## src/rtl/lvds_pattern_gen.sv

```systemverilog
// Dual-pixel LVDS test-pattern generator: solid, gradient, colour bars, animated checker, border+cursor.
// Latency: 2 clocks from sampled (x,y) to o_color/o_color_even, identical for every mode.
// Backpressure: none; free-running, one dual-pixel result per clock, no stalls or handshake.
module lvds_pattern_gen #(
   parameter int X_W      = 12,
   parameter int Y_W      = 12,
   parameter int H_ACTIVE = 960,
   parameter int V_ACTIVE = 1200,
   parameter int BAR_W    = 240,
   parameter int CHK_LOG2 = 5,
   parameter int ANIM_BIT = 4,
   parameter int FC_W     = 16
) (
   input  logic            i_clk,
   input  logic            i_resetn,
   input  logic [X_W-1:0]  i_x,
   input  logic [Y_W-1:0]  i_y,
   input  logic [2:0]      i_mode,
   input  logic [23:0]     i_solid_color,
   output logic [23:0]     o_color,
   output logic [23:0]     o_color_even,
   output logic [FC_W-1:0] o_frame_cnt,
   output logic [2:0]      o_mode
);
   // Panel column is the dual-pixel column with the pixel-in-pair bit appended.
   localparam int CW = X_W + 1;
   localparam logic [X_W-1:0] H_ACT_X  = X_W'(H_ACTIVE);
   localparam logic [Y_W-1:0] V_ACT_Y  = Y_W'(V_ACTIVE);
   localparam logic [Y_W-1:0] V_LAST_Y = Y_W'(V_ACTIVE - 1);
   localparam logic [CW-1:0]  C_LAST   = CW'(2 * H_ACTIVE - 1);

   // Bar index by comparing against constant thresholds; saturates at 7.
   function automatic logic [2:0] bar_index(input logic [CW-1:0] c);
      logic [2:0] k;
      k = 3'd0;
      for (int i = 1; i < 8; i++) begin
         if (c >= CW'(i * BAR_W)) k = k + 3'd1;
      end
      return k;
   endfunction

   function automatic logic [23:0] bar_color(input logic [2:0] k);
      logic [23:0] rgb;
      case (k)
         3'd0:    rgb = 24'hFFFFFF;
         3'd1:    rgb = 24'hFFFF00;
         3'd2:    rgb = 24'h00FFFF;
         3'd3:    rgb = 24'h00FF00;
         3'd4:    rgb = 24'hFF00FF;
         3'd5:    rgb = 24'hFF0000;
         3'd6:    rgb = 24'h0000FF;
         default: rgb = 24'h000000;
      endcase
      return rgb;
   endfunction

   // Colour of one active panel pixel under the latched frame state.
   function automatic logic [23:0] pix(
      input logic [CW-1:0]  c,
      input logic [Y_W-1:0] y,
      input logic [2:0]     mode,
      input logic [23:0]    solid,
      input logic [CW-1:0]  cursor,
      input logic [7:0]     scroll,
      input logic           anim
   );
      logic [23:0] rgb;
      logic [7:0]  red;
      rgb = 24'h000000;
      red = c[7:0] + scroll;
      case (mode)
         3'd0: rgb = solid;
         3'd1: rgb = {red, y[7:0], 8'h00};
         3'd2: rgb = bar_color(bar_index(c));
         3'd3: rgb = (c[CHK_LOG2] ^ y[CHK_LOG2] ^ anim) ? 24'hFFFFFF : 24'h000000;
         3'd4: begin
            // Border has priority over the cursor column.
            if (c == '0 || c == C_LAST || y == '0 || y == V_LAST_Y) rgb = 24'hFFFFFF;
            else if (c == cursor)                                   rgb = 24'hFF0000;
            else                                                     rgb = 24'h00FF00;
         end
         default: rgb = 24'h000000;
      endcase
      return rgb;
   endfunction

   logic [X_W-1:0]  x_q, x_d;
   logic [Y_W-1:0]  y_q, y_d;
   logic [23:0]     solid_q, solid_d;
   logic            prev_zero_q, prev_zero_d;
   logic [2:0]      mode_q, mode_d;
   logic [FC_W-1:0] frame_cnt_q, frame_cnt_d;
   logic [CW-1:0]   cursor_q, cursor_d;
   logic [7:0]      scroll_q, scroll_d;
   logic [23:0]     color_q, color_d;
   logic [23:0]     color_even_q, color_even_d;
   logic            fs;
   logic            active;

   // Stage 1: capture coordinates/solid colour, detect frame start and advance frame state on it.
   always_comb begin
      fs          = (i_x == '0) && (i_y == '0) && !prev_zero_q;
      x_d         = i_x;
      y_d         = i_y;
      solid_d     = i_solid_color;
      prev_zero_d = (i_x == '0) && (i_y == '0);
      mode_d      = mode_q;
      frame_cnt_d = frame_cnt_q;
      cursor_d    = cursor_q;
      scroll_d    = scroll_q;
      if (fs) begin
         mode_d      = i_mode;
         frame_cnt_d = frame_cnt_q + FC_W'(1);
         cursor_d    = (cursor_q == C_LAST) ? '0 : cursor_q + CW'(1);
         scroll_d    = scroll_q + 8'd1;
      end
   end

   // Stage 1 and frame-state registers; a cleared prev_zero flag stands for a "previous" of (1,0),
   // so a reset released while sitting at (0,0) still produces a frame start.
   always_ff @(posedge i_clk or negedge i_resetn) begin
      if (!i_resetn) begin
         x_q         <= '0;
         y_q         <= '0;
         solid_q     <= '0;
         prev_zero_q <= 1'b0;
         mode_q      <= '0;
         frame_cnt_q <= '0;
         cursor_q    <= '0;
         scroll_q    <= '0;
      end else begin
         x_q         <= x_d;
         y_q         <= y_d;
         solid_q     <= solid_d;
         prev_zero_q <= prev_zero_d;
         mode_q      <= mode_d;
         frame_cnt_q <= frame_cnt_d;
         cursor_q    <= cursor_d;
         scroll_q    <= scroll_d;
      end
   end

   // Stage 2: pattern mux for both pixels of the pair; anything outside the active area is black.
   always_comb begin
      active       = (x_q < H_ACT_X) && (y_q < V_ACT_Y);
      color_d      = 24'h000000;
      color_even_d = 24'h000000;
      if (active) begin
         color_d      = pix({x_q, 1'b0}, y_q, mode_q, solid_q, cursor_q, scroll_q,
                            frame_cnt_q[ANIM_BIT]);
         color_even_d = pix({x_q, 1'b1}, y_q, mode_q, solid_q, cursor_q, scroll_q,
                            frame_cnt_q[ANIM_BIT]);
      end
   end

   // Stage 2 output registers.
   always_ff @(posedge i_clk or negedge i_resetn) begin
      if (!i_resetn) begin
         color_q      <= '0;
         color_even_q <= '0;
      end else begin
         color_q      <= color_d;
         color_even_q <= color_even_d;
      end
   end

   assign o_color      = color_q;
   assign o_color_even = color_even_q;
   assign o_frame_cnt  = frame_cnt_q;
   assign o_mode       = mode_q;

endmodule

```

## config.mk

```make
export PLATFORM = sky130hd
export DESIGN_NAME = lvds_pattern_gen
export DESIGN_NICKNAME = d
export VERILOG_FILES = /design/src/rtl/lvds_pattern_gen.sv
export SDC_FILE = /design/constraint.sdc
export NUM_CORES = 1
export LEC_CHECK = 0
export BUFFER_PORTS_ARGS = -buffer_cell sky130_fd_sc_hd__buf_4
export CAP_MARGIN = 20
export CORE_ASPECT_RATIO = 1.5
export CORE_MARGIN = 3
export CORE_UTILIZATION = 51
export DETAILED_ROUTE_END_ITERATION = 10
export MAX_ROUTING_LAYER = met4
export PLACE_DENSITY_LB_ADDON = 0.1
export SLEW_MARGIN = 20
export SYNTH_ARGS = -nofsm -noshare
export SYNTH_HDL_FRONTEND = slang
export SYNTH_SLANG_ARGS = --single-unit
```

## constraint.sdc

```tcl
create_clock -name i_clk -period 5 [get_ports i_clk]
set_clock_uncertainty 0.2 [all_clocks]
set_input_delay 0.5 -clock i_clk [delete_from_list [all_inputs] [get_ports i_clk]]
set_output_delay 0.5 -clock i_clk [all_outputs]
set_load 0.02 [all_outputs]
```

# --- After elaboration in Yosys (flattened, before gate mapping) ---
# Cells that the tools add are included.
totals:
  register_bits: 137
  latchBits: 0
  mem_bits_rw: 0
  mem_bits_ro: 0
  input_bits: 53
  out_inout_bits: 67
  elab_cells: 135
  mem_count: 0
op_classes:
  add_sub_neg: 17
  mul: 0
  n_div: 0
  n_lt_le_gt_ge: 16
  n_eq_ne: 21
  shift: 0
  mux: 54
  bitwise: 2
  n_reduce_logical: 15
op_table:
  columns: ["operator", "count"]
  rows:
  - ["case mux 24 bit (7 select lines)", 2]
  - ["case mux 24 bit (5 select lines)", 2]
  - ["2-to-1 mux 24 bit", 7]
  - ["2-to-1 mux 3 bit", 40]
  - ["greater-or-equal comparator 13 x 11 -> 1 bit, second input constant", 6]
  - ["greater-or-equal comparator 13 x 10 -> 1 bit, second input constant", 4]
  - ["logical NOT 12 bit", 4]
  - ["adder 3 x 1 -> 3 bit, second input constant", 12]
  - ["equality test 13 bit", 2]
  - ["greater-or-equal comparator 13 x 8 -> 1 bit, second input constant", 2]
  - ["greater-or-equal comparator 13 x 9 -> 1 bit, second input constant", 2]
  - ["equality test 3 bit, second input constant", 7]
  - ["equality test 3 x 2 -> 1 bit, second input constant", 6]
  - ["adder 16 x 1 -> 16 bit, second input constant", 1]
  - ["adder 8 bit", 2]
  - ["adder 13 x 1 -> 13 bit, second input constant", 1]
  - ["equality test 13 x 11 -> 1 bit, second input constant", 1]
  - ["2-to-1 mux 13 bit", 1]
  - ["equality test 12 x 10 -> 1 bit, second input constant", 1]
  - ["equality test 12 x 11 -> 1 bit, second input constant", 1]
  - ["< comparator 12 x 10 -> 1 bit, second input constant", 1]
  - ["< comparator 12 x 11 -> 1 bit, second input constant", 1]
  - ["equality test 3 x 1 -> 1 bit, second input constant", 3]
  - ["logical NOT 3 bit", 3]
  - ["6 further kinds", 13]

# --- Longest topological paths before layout ---
# Gate-level depths: netlist of run 1.
logic_depth:
  depth_word: 32
  mapped_depth: 21

# --- Worst setup path before layout of run 1 ---
# OpenSTA, ideal clock, no wires.
synth_path:
  path_type: "register to register"
  from: "reg x_q[11]"
  to: "reg color_q[22], in the netlist o_color[22]"
  setup_ps: 139
  t_arrival_ps: 4600
  path_slack_ps: 61
  stages_incl_launch_ff: 20
  n_path_buf: 1
  period_less_slack_ps: 4939
  path_cell_list: "dfrtp_1 or2_1 or3_1 nor3_1 inv_1 ha_1 clkbuf_1 xor2_1 ha_1 nand2_1 nand2b_1 ha_1 o31a_1 ha_1 a32o_1 ha_1 nor2_1 o21a_1 a2111oi_4 a21oi_1"
synth_via:
  elab_chain_len: 32
  elab_cells_between_ends: 52
  cone_classes: "add/sub: 6; order compare: 8; eq/ne: 7; mux: 26; reduce/logical: 5"
synth_lines:
  columns: ["item", "line", "source"]
  rows:
  - ["from (decl)", "87", "logic [X_W-1:0] x_q, x_d;"]
  - ["from (signal assigned)", "123", "x_q <= '0;"]
  - ["from (signal assigned)", "132", "x_q <= x_d;"]
  - ["greater-or-equal comparator 13 x 8 -> 1 bit", "37", "if (c >= CW'(i * BAR_W)) k = k + 3'd1;"]
  - ["2-to-1 mux 1 bit", "37", null]
  - ["2-to-1 mux 3 bit", "71", "case (mode)"]
  - ["2-to-1 mux 3 bit", "148", "if (active) begin"]
  - ["adder 3 x 1 -> 3 bit", "37", null]
  - ["2-to-1 mux 3 bit", "37", null]
  - ["2-to-1 mux 3 bit", "71", null]
  - ["2-to-1 mux 3 bit", "148", null]
  - ["[17 not listed]", null, null]
  - ["2-to-1 mux 3 bit", "37", null]
  - ["2-to-1 mux 3 bit", "71", null]
  - ["2-to-1 mux 3 bit", "148", null]
  - ["equality test 3 bit, or another cell as far along", "44", "case (k)"]
  - ["case mux 24 bit (7 select lines)", "44", null]
  - ["case mux 24 bit (5 select lines)", "71", null]
  - ["2-to-1 mux 24 bit (*)", "148", null]
  - ["named net color_d[22]", "95", "logic [23:0] color_q, color_d;"]
  - ["to (signal assigned)", "162", "color_q <= color_d;"]
  - ["to (decl)", "95", null]
# Mark *: on every way through the listed nets, which the timed path passes. The rest lies on a longest branch. The select of a mux whose other input is x is not followed.
# A chain may end at the register's enable or synchronous reset.

# --- Worst setup path in the final report of run 1 ---
layout_path:
  from: "reg x_q[11]"
  to: "reg color_q[12], in the netlist o_color[12]"
# Same word-level chain as after synthesis.

==> results of run 1 <==
area by class of cell:
class                   count  area (sq um)
repair buffers            184          1510
inverters                  10          37.5
clock buffers              18           439
fillers                   946          3770
multi-input cells         455          3170
flip-flops and latches    137          3430
well taps                 156           195
clock inverters            14           153
flip-flops by register name, summed over array words and instances (netlist names):
signal and cells:
solid_q 24, y_q 12, scroll_q 8, prev_zero_q 1, cursor_q 13, o_color 24, o_mode 3, o_frame_cnt 16
x_q 12, o_color_even 24
cells by family (layout without fill, tap and decap cells):
kind of cell / after synthesis / after routing / share of synthesized area (%)
and+or+nand+nor: 195 / 195 / 15.8
AOI/OAI and AO/OA: 172 / 172 / 17.2
DFF: 137 / 137 / 51.0
xor gates and xnor gates: 63 / 63 / 8.72
buffers and inverters: 39 / 226 / 2.51
adders and majority gates: 23 / 23 / 4.50
muxes: 2 / 2 / 0.353
metal layers:
layer,track usage [%],share of wire [%],vias to the layer above
li1,-,-,2678
met1,31.1,39,2782
met2,44.4,53,201
met3,5.35,5.4,45
met4,10.1,2.6,0
met5,-,0,-
cells in the final DEF, fill, tap and decap left out, types with 21 or more instances in the layout:
cell type,instances
dfrtp_1,137
a22oi_1,23
ha_1,21
dlygate4sd3_1,48
nand4_1,21
a31oi_1,28
buf_4,135
nand2_1,68
a21oi_1,47
xnor2_1,50
critical path, stage by stage, from the launching register on:
cell	delay, ps
dfrtp_1	420
or2_1	250
or3_1	370
a41o_1	280
ha_1	330
xor2_1	170
ha_1	300
nand2_1	70
nand2b_1	90
ha_1	320
o31a_1	310
ha_1	310
a32o_1	230
ha_1	170
nand2_1	70
xnor3_1	380
mux2i_4	310
nand2_1	110
metrics by stage:
step	hold WS, ps	instance area [sq um]	cells	total power, mW
floorplan	4.41	6730	631	1.30
global placement	264	7820	893	1.41
detailed placement	272	7820	893	1.41
CTS	0.612	8870	971	2.68
global route	5.39	8930	974	2.78
finish	25.6	8930	974	2.67
where the power goes:
group          total, mW  switching [mW]  internal [mW]
clock               1.24           0.519          0.719
combinational      0.277           0.143          0.134
sequential          1.16          0.0212           1.14
total               2.67           0.683           1.99
how the worst max path moves through the flow:
stage	startpoint	end	slack, ps
global placement	x_q[11]	o_color[22]	150
global route	x_q[11]	o_color[14]	10
finish	x_q[11]	o_color[12]	180
detailed placement	x_q[11]	o_color_even[9]	60
floorplan	x_q[11]	o_color[22]	60
CTS	x_q[11]	o_color[22]	40
repair_timing:
item                                    in CTS  in global routing
setup buffers                                0                  1
endpoints found under the setup margin       0                 27
hold endpoints to repair                   131                  2
resized for setup                            0                  5
hold buffers                                46                  2
==> flow_summary.ini, run 1 <==
[status]
status = finished clean

[timing]
slew_viol_final = 0
tns_ps = 0
relSlewSlack_pct = 39.5
setup_viol = 0
post-route-period-util_pct = 96.5
tightest_slew_ps = 904
finalWorstSetupSlack_ps = 176
fmax_mhz = 207
hold_violations = 0
post-route-min-period_ps = 4820
rsz0062_at_grt = false

[synthesis]
yosys_warnings = 0
synth_ff_type = dfrtp_1
synth_top_cell_area_share_pct = 51.0
async_reset_ff_share_pct = 100
netlist_instances = 631
synthTopCellsByCount = dfrtp_1, nand2_1, xnor2_1
syn_area_sq_um = 6730
synth_cell_types = 66
synth_top_cell_by_area = dfrtp_1
yosysMostFrequentCell = dfrtp_1
synth_edf_count = 0
syn_avg_cell_area_sq_um = 10.7
syn-num-nets = 707
synth_area_leaders = dfrtp_1, xnor2_1, ha_1, nand2_1, a21oi_1
yosysSeqAreaShare_pct = 51.0
ys_ff_latch = 137

[route]
ant_nets = 0
post_drt_wl_per_cell_microns = 18.7
wl_mm = 18.2
via_per_inst = 5.86
first_iter_violations = 341
vias = 5706
drc = 0
dr.pass1.iters = 5

[global_route]
antenna_found_initial = 0
grt_overflow = 0
grt_pass1_wl_mm = 29.6
grt_max_degree = 88
grtUsageTotal_pct = 26.5
grt_pass1_vias = 5885

[hold_path]
hold_path_depth = 1
hold_path_class = primary input to flip-flop
min_to = y_q[1]
worstHoldStart = i_y[1]

[final_layout]
finalNetCount = 881
layout-drive-gt1-share_pct = 23.3
antennaDiodeCount = 0
area_growth_pct = 32.8
final_util_pct = 70.3

[die]
die_w_microns = 99.8
dieArea_sq_um = 14600
die_h_microns = 147
start_util_pct = 53.0
core_area_sq_um = 12700
core.rowCount = 50
io_pins = 120

[clock_tree]
cts_tree = done
cts-root-buf = clkbuf_16
ctsHtreeMaxLevel = 4
path_clk_slew_ps = 60
cts_made_buffers = 17
cts_buffer_depth = 2
cts.sinks = 137
clkLatencyLatePin_ps = 420

[power_and_ir_drop]
p_leak_nw = 4.18
cellPowerDensity_nw_per_um2 = 299
vdd_drop_max_mv = 0.212

[place]
dp_hpwl_mm = 13.0
dp_slack_ps = 59.5
finalWeightedCongestion = 0.935
io_buffers = 119

[setup_path]
criticalPathCategory = flip-flop to flip-flop
start_kind = flip-flop
reg2reg_depth = 17
cp_max_fo = 8
end_kind = flip-flop
r2r-end = o_color[12]
reg2reg_from = x_q[11]
cp.arrival_ps = 4900
cp.required_ps = 5080
rrSetupSlack_ps = 180

[job]
max_cap_viol_count = 0
No activity file was read; power rests on OpenSTA's default activity.
==> run 2: changes to the inputs <==
Settings changed: CORE_UTILIZATION 51 to 50, SKIP_LAST_GASP set to 1.
==> flow_summary.ini, run 2 (same netlist as run 1, synthesis figures left out) <==
[die]
core_area_sq_um = 13100
die_h_microns = 148
io_pins = 120
die_w_microns = 101
start_util_pct = 51.4
dieArea_sq_um = 14900
core.rowCount = 51

[setup_path]
slowest_delay_ps = 410
r2r-end = o_color_even[9]
crit_path_cell_trace = or2_1 > or3_4 > nor3_2 > buf_4 > inv_1 > ha_1 > o31a_1 > ha_1 > nor2_1 > a21oi_1 > ha_1 > a21o_1 > ha_1 > o22a_1 > ha_1 > nand2_1 > xnor3_1 > xnor2_4 > o21ai_1
cpMaxStageDelayCell = dfrtp_1
rrSetupSlack_ps = 210
end_kind = flip-flop
cp_max_fo = 8
reg2reg_from = x_q[11]
cp.arrival_ps = 4840
reg2reg_depth = 19
criticalPathCategory = flip-flop to flip-flop
start_kind = flip-flop
crit_top_cell = ha_1
cp.required_ps = 5050

[global_route]
grt_overflow = 0
grt_pass1_wl_mm = 29.6
antenna_found_initial = 0
grtUsageTotal_pct = 26.4
grt_pass1_vias = 5797
grt_max_degree = 86

[route]
drc = 0
via_per_inst = 5.80
vias = 5653
first_iter_violations = 296
dr.pass1.iters = 5
wl_mm = 18.4
ant_nets = 0
post_drt_wl_per_cell_microns = 18.9

[final_layout]
finalNetCount = 879
layout_common_cells = dfrtp_1, buf_4, nand2_1, xnor2_1, a21oi_1
final_util_pct = 68.5
design_area_sq_um = 8960
fillCellCount = 980
area_growth_pct = 33.3
layout-drive-gt1-share_pct = 23.4
final_common_cell = dfrtp_1
antennaDiodeCount = 0

[timing]
hold_violations = 0
relSlewSlack_pct = 37.5
fmax_mhz = 209
tightest_slew_ps = 934
post-route-min-period_ps = 4790
slew_viol_final = 0
post-route-period-util_pct = 95.7
setup_viol = 0

[clock_tree]
clkLatencyLatePin_ps = 420
cts-root-buf = clkbuf_16
cts.sinks = 137
ctsHtreeMaxLevel = 4
cts_made_buffers = 17
cts_tree = done
cts_buffer_depth = 2
path_clk_slew_ps = 60

[power_and_ir_drop]
cellPowerDensity_nw_per_um2 = 311
p_leak_nw = 4.20
vdd_drop_max_mv = 0.242

[status]
status = finished clean

[place]
finalWeightedCongestion = 0.897
io_buffers = 119
dp_hpwl_mm = 13.2
post_dp_cell_area_sq_um = 7830

[hold_path]
worstHoldStart = i_y[8]
min_to = y_q[8]
hold_path_class = primary input to flip-flop
hold_path_depth = 1

[job]
max_cap_viol_count = 0
run 2: power by group:
part	switching, mW	total [mW]	internal [mW]
Combinational	0.144	0.277	0.133
Clock	0.504	1.35	0.847
Sequential	0.0209	1.16	1.14
Total	0.669	2.79	2.12
run 2: per-layer routing:
| layer | global-route usage [%] | share of wire [%] | up-vias |
|---|---|---|---|
| met4 | 10.5 | 3.1 | 0 |
| li1 | - | - | 2666 |
| met1 | 29.4 | 37 | 2742 |
| met5 | - | 0 | - |
| met3 | 4.55 | 5.0 | 48 |
| met2 | 46.2 | 55 | 197 |
run 2: what timing repair did:
| action | in CTS | in global routing |
|---|---|---|
| buffers inserted | 0 | 1 |
| endpoints found under the hold margin | 129 | 0 |
| setup endpoints to repair | 0 | 24 |
| gates resized for setup | 0 | 6 |
| hold buffers | 46 | 0 |
run 2: cell type report:
type,count,area [sq um],share of cell area [%]
Clock buffer,17,425,4.75
Inverter,10,37.5,0.419
Timing Repair Buffer,182,1490,16.6
Sequential cell,137,3430,38.2
Tap cell,159,199,2.22
Clock inverter,14,209,2.33
Multi-Input combinational cell,455,3180,35.5
run 2: metrics by stage:
stage	setup slack (ps)	instances	TNS [ps]	power (mW)	hold WS [ps]
2_1_floorplan	60.9	631	0	1.30	4.41
3_3_place_gp	156	896	0	1.41	263
3_5_place_dp	62.2	896	0	1.41	268
4_1_cts	36.0	973	0	2.80	0.458
5_1_grt	-9.53	974	-9.53	2.89	0.439
6_report	214	974	0	2.79	19.1
run 2: worst max-delay path by stage:
stage	slack, ps	start	endpoint	cells past startpoint
2_1_floorplan	60	x_q[11]	o_color[22]	19
3_3_place_gp	160	x_q[11]	o_color[16]	18
3_5_place_dp	60	x_q[11]	o_color_even[9]	19
4_1_cts	40	x_q[11]	o_color[20]	18
5_1_grt	-10	x_q[11]	o_color_even[9]	19
6_report	210	x_q[11]	o_color_even[9]	19
run 2: critical path: cells and delay by family, from the launching register on:
kind | cells | cell delay, ps
and+or+nand+nor | 5 | 1040
AOI/OAI and AO/OA | 5 | 870
xor gates and xnor gates | 2 | 670
DFF | 1 | 410
adders and majority gates | 5 | 1260
buffers and inverters | 2 | 170
==> run 3: changes to the inputs <==
Settings changed: ABC_AREA set to 1, CORE_MARGIN 3 to 4.
Clock period 5 ns to 3.9 ns, I/O delays scaled along.
==> flow_summary.ini, run 3 <==
[status]
status = complete, but fails checks
violations = negative setup slack

[clock_tree]
cts_buffer_depth = 2
ctsHtreeMaxLevel = 4
cts-root-buf = clkbuf_16
cts.sinks = 137
path_clk_slew_ps = 60
cts_made_buffers = 17
clkLatencyLatePin_ps = 430
cts_tree = done

[route]
via_per_inst = 5.20
dr.pass1.iters = 4
vias = 6255
wl_mm = 19.4
first_iter_violations = 159
ant_nets = 0
drc = 0
post_drt_wl_per_cell_microns = 16.1

[timing]
rsz0062_at_grt = true
slew_viol_final = 0
fmax_mhz = 227
tns_ps = -9820
relSlewSlack_pct = 41.1
finalWorstSetupSlack_ps = -512
post-route-min-period_ps = 4410
tightest_slew_ps = 884
setup_viol = 32
post-route-period-util_pct = 113
hold_violations = 0

[place]
dp_slack_ps = -517
finalWeightedCongestion = 0.882
post_dp_cell_area_sq_um = 8440
dp_hpwl_mm = 14.2
io_buffers = 119

[die]
core.rowCount = 52
core_area_sq_um = 13600
die_w_microns = 105
die_h_microns = 153
io_pins = 120
dieArea_sq_um = 16000
start_util_pct = 51.4

[final_layout]
area_growth_pct = 40.4
fillCellCount = 1020
finalNetCount = 1104
final_common_cell = buf_4
layout-drive-gt1-share_pct = 29.1
antennaDiodeCount = 0
design_area_sq_um = 9820
layout_common_cells = buf_4, dfrtp_1, nand2_1, inv_1, nor2_1

[synthesis]
yosys.area_share.xor_xnor_pct = 6.39
synthTopCellsByCount = nand2_1, dfrtp_1, inv_1
synth_top_cell_by_area = dfrtp_1
yosys_warnings = 0
yosysSeqAreaShare_pct = 49.0
synth_edf_count = 0
syn_area_sq_um = 6990
synth_top_family_by_area = simple AND/OR/NAND/NOR gates
syn_avg_cell_area_sq_um = 8.70
yosys.area_share.simple_pct = 25.1
ys_ff_latch = 137
syn-num-nets = 880
async_reset_ff_share_pct = 100
netlist_instances = 804
synth_compound_area_share_pct = 7.14
synth_ff_type = dfrtp_1
synth_area_leaders = dfrtp_1, nand2_1, inv_1, nand3_1, xor2_1
muxShareOfSynthArea_pct = 0
synth_top_cell_area_share_pct = 49.0
synthAdderAreaFrac_pct = 4.33
yosysMostFrequentCell = nand2_1
synth_cell_types = 46

[setup_path]
cpMaxStageDelayCell = dfrtp_1
reg2reg_depth = 28
end_kind = flip-flop
reg2reg_from = x_q[10]
slowest_delay_ps = 400
cp.arrival_ps = 4540
cp_max_fo = 8
cp.required_ps = 4030
rrSetupSlack_ps = -510
r2r-end = o_color_even[10]
criticalPathCategory = flip-flop to flip-flop
start_kind = flip-flop

[power_and_ir_drop]
cellPowerDensity_nw_per_um2 = 363
power_mw = 3.57
vdd_drop_max_mv = 0.223
p_leak_nw = 5.15

[job]
max_cap_viol_count = 0

[hold_path]
worstHoldStart = i_mode[1]
min_to = o_mode[1]
hold_path_class = primary input to flip-flop
hold_path_depth = 3

[global_route]
grt_max_degree = 102
grtUsageTotal_pct = 25.7
antenna_found_initial = 0
grt_pass1_wl_mm = 31.9
grt_pass1_vias = 6565
grt_overflow = 0
-- run 3: worst max path at each step --
| stage | from | end | slack (ps) |
|---|---|---|---|
| after floorplan | x_q[10] | o_color_even[10] | -380 |
| after global placement | x_q[10] | o_color_even[12] | -400 |
| after detailed placement | x_q[10] | o_color_even[9] | -520 |
| after CTS | x_q[11] | o_color_even[15] | -550 |
| after global routing | x_q[10] | o_color_even[10] | -780 |
| final | x_q[10] | o_color_even[10] | -510 |
-- run 3: worst max-delay path, delay by kind of cell (launching register included) --
| family | cells | cell delay, ps |
|---|---|---|
| AO/OA/AOI/OAI | 2 | 290 |
| flip-flops | 1 | 400 |
| AND/OR/NAND/NOR | 14 | 1650 |
| adder cells (fa/ha/maj) | 5 | 1000 |
| XOR/XNOR | 3 | 540 |
| buffers and inverters | 4 | 240 |
-- run 3: cell type report --
cell class,count,area (sq um),share of cell area [%]
sequential,137,3430,34.9
multi-input combinational,526,3290,33.5
timing repair buffer,224,1820,18.5
inverter,122,458,4.66
clock buffer,19,453,4.61
tap,162,203,2.06
clock inverter,13,166,1.70
-- run 3: through the flow --
step,hold WS (ps),utilization (%),instances
after floorplan,-106,-,804
after global placement,260,62.0,1108
after detailed placement,264,62.0,1108
after CTS,13.6,71.0,1199
after global routing,30.5,72.2,1203
final,8.97,72.2,1203
-- run 3: layer usage --
layer | vias up | GRT usage (%) | wire [microns]
li1 | 3021 | - | -
met1 | 2987 | 26.2 | 7270
met2 | 192 | 47.2 | 10600
met3 | 55 | 4.68 | 783
met4 | 0 | 12.3 | 766
met5 | - | - | 0
-- run 3: where the power goes --
part           leakage (nW)  internal (mW)  switching [mW]
combinational          3.11          0.209           0.217
clock                 0.296           1.04           0.633
sequential             1.74           1.45          0.0166
total                  5.15           2.70           0.867
-- run 3: kinds of logic after synthesis --
family	Yosys count
AOI/OAI and AO/OA	89
adders and majority gates	23
xor gates and xnor gates	51
DFF	137
and+or+nand+nor	363
buffers and inverters	141
-- run 3: timing repair --
item / 4_1_cts / 5_1_grt
setup endpoints to repair: 32 / 32
setup buffers: 8 / 5
pin swaps: 15 / 17
gates resized for setup: 9 / 24
hold buffers: 51 / 0
hold endpoints to repair: 149 / 0
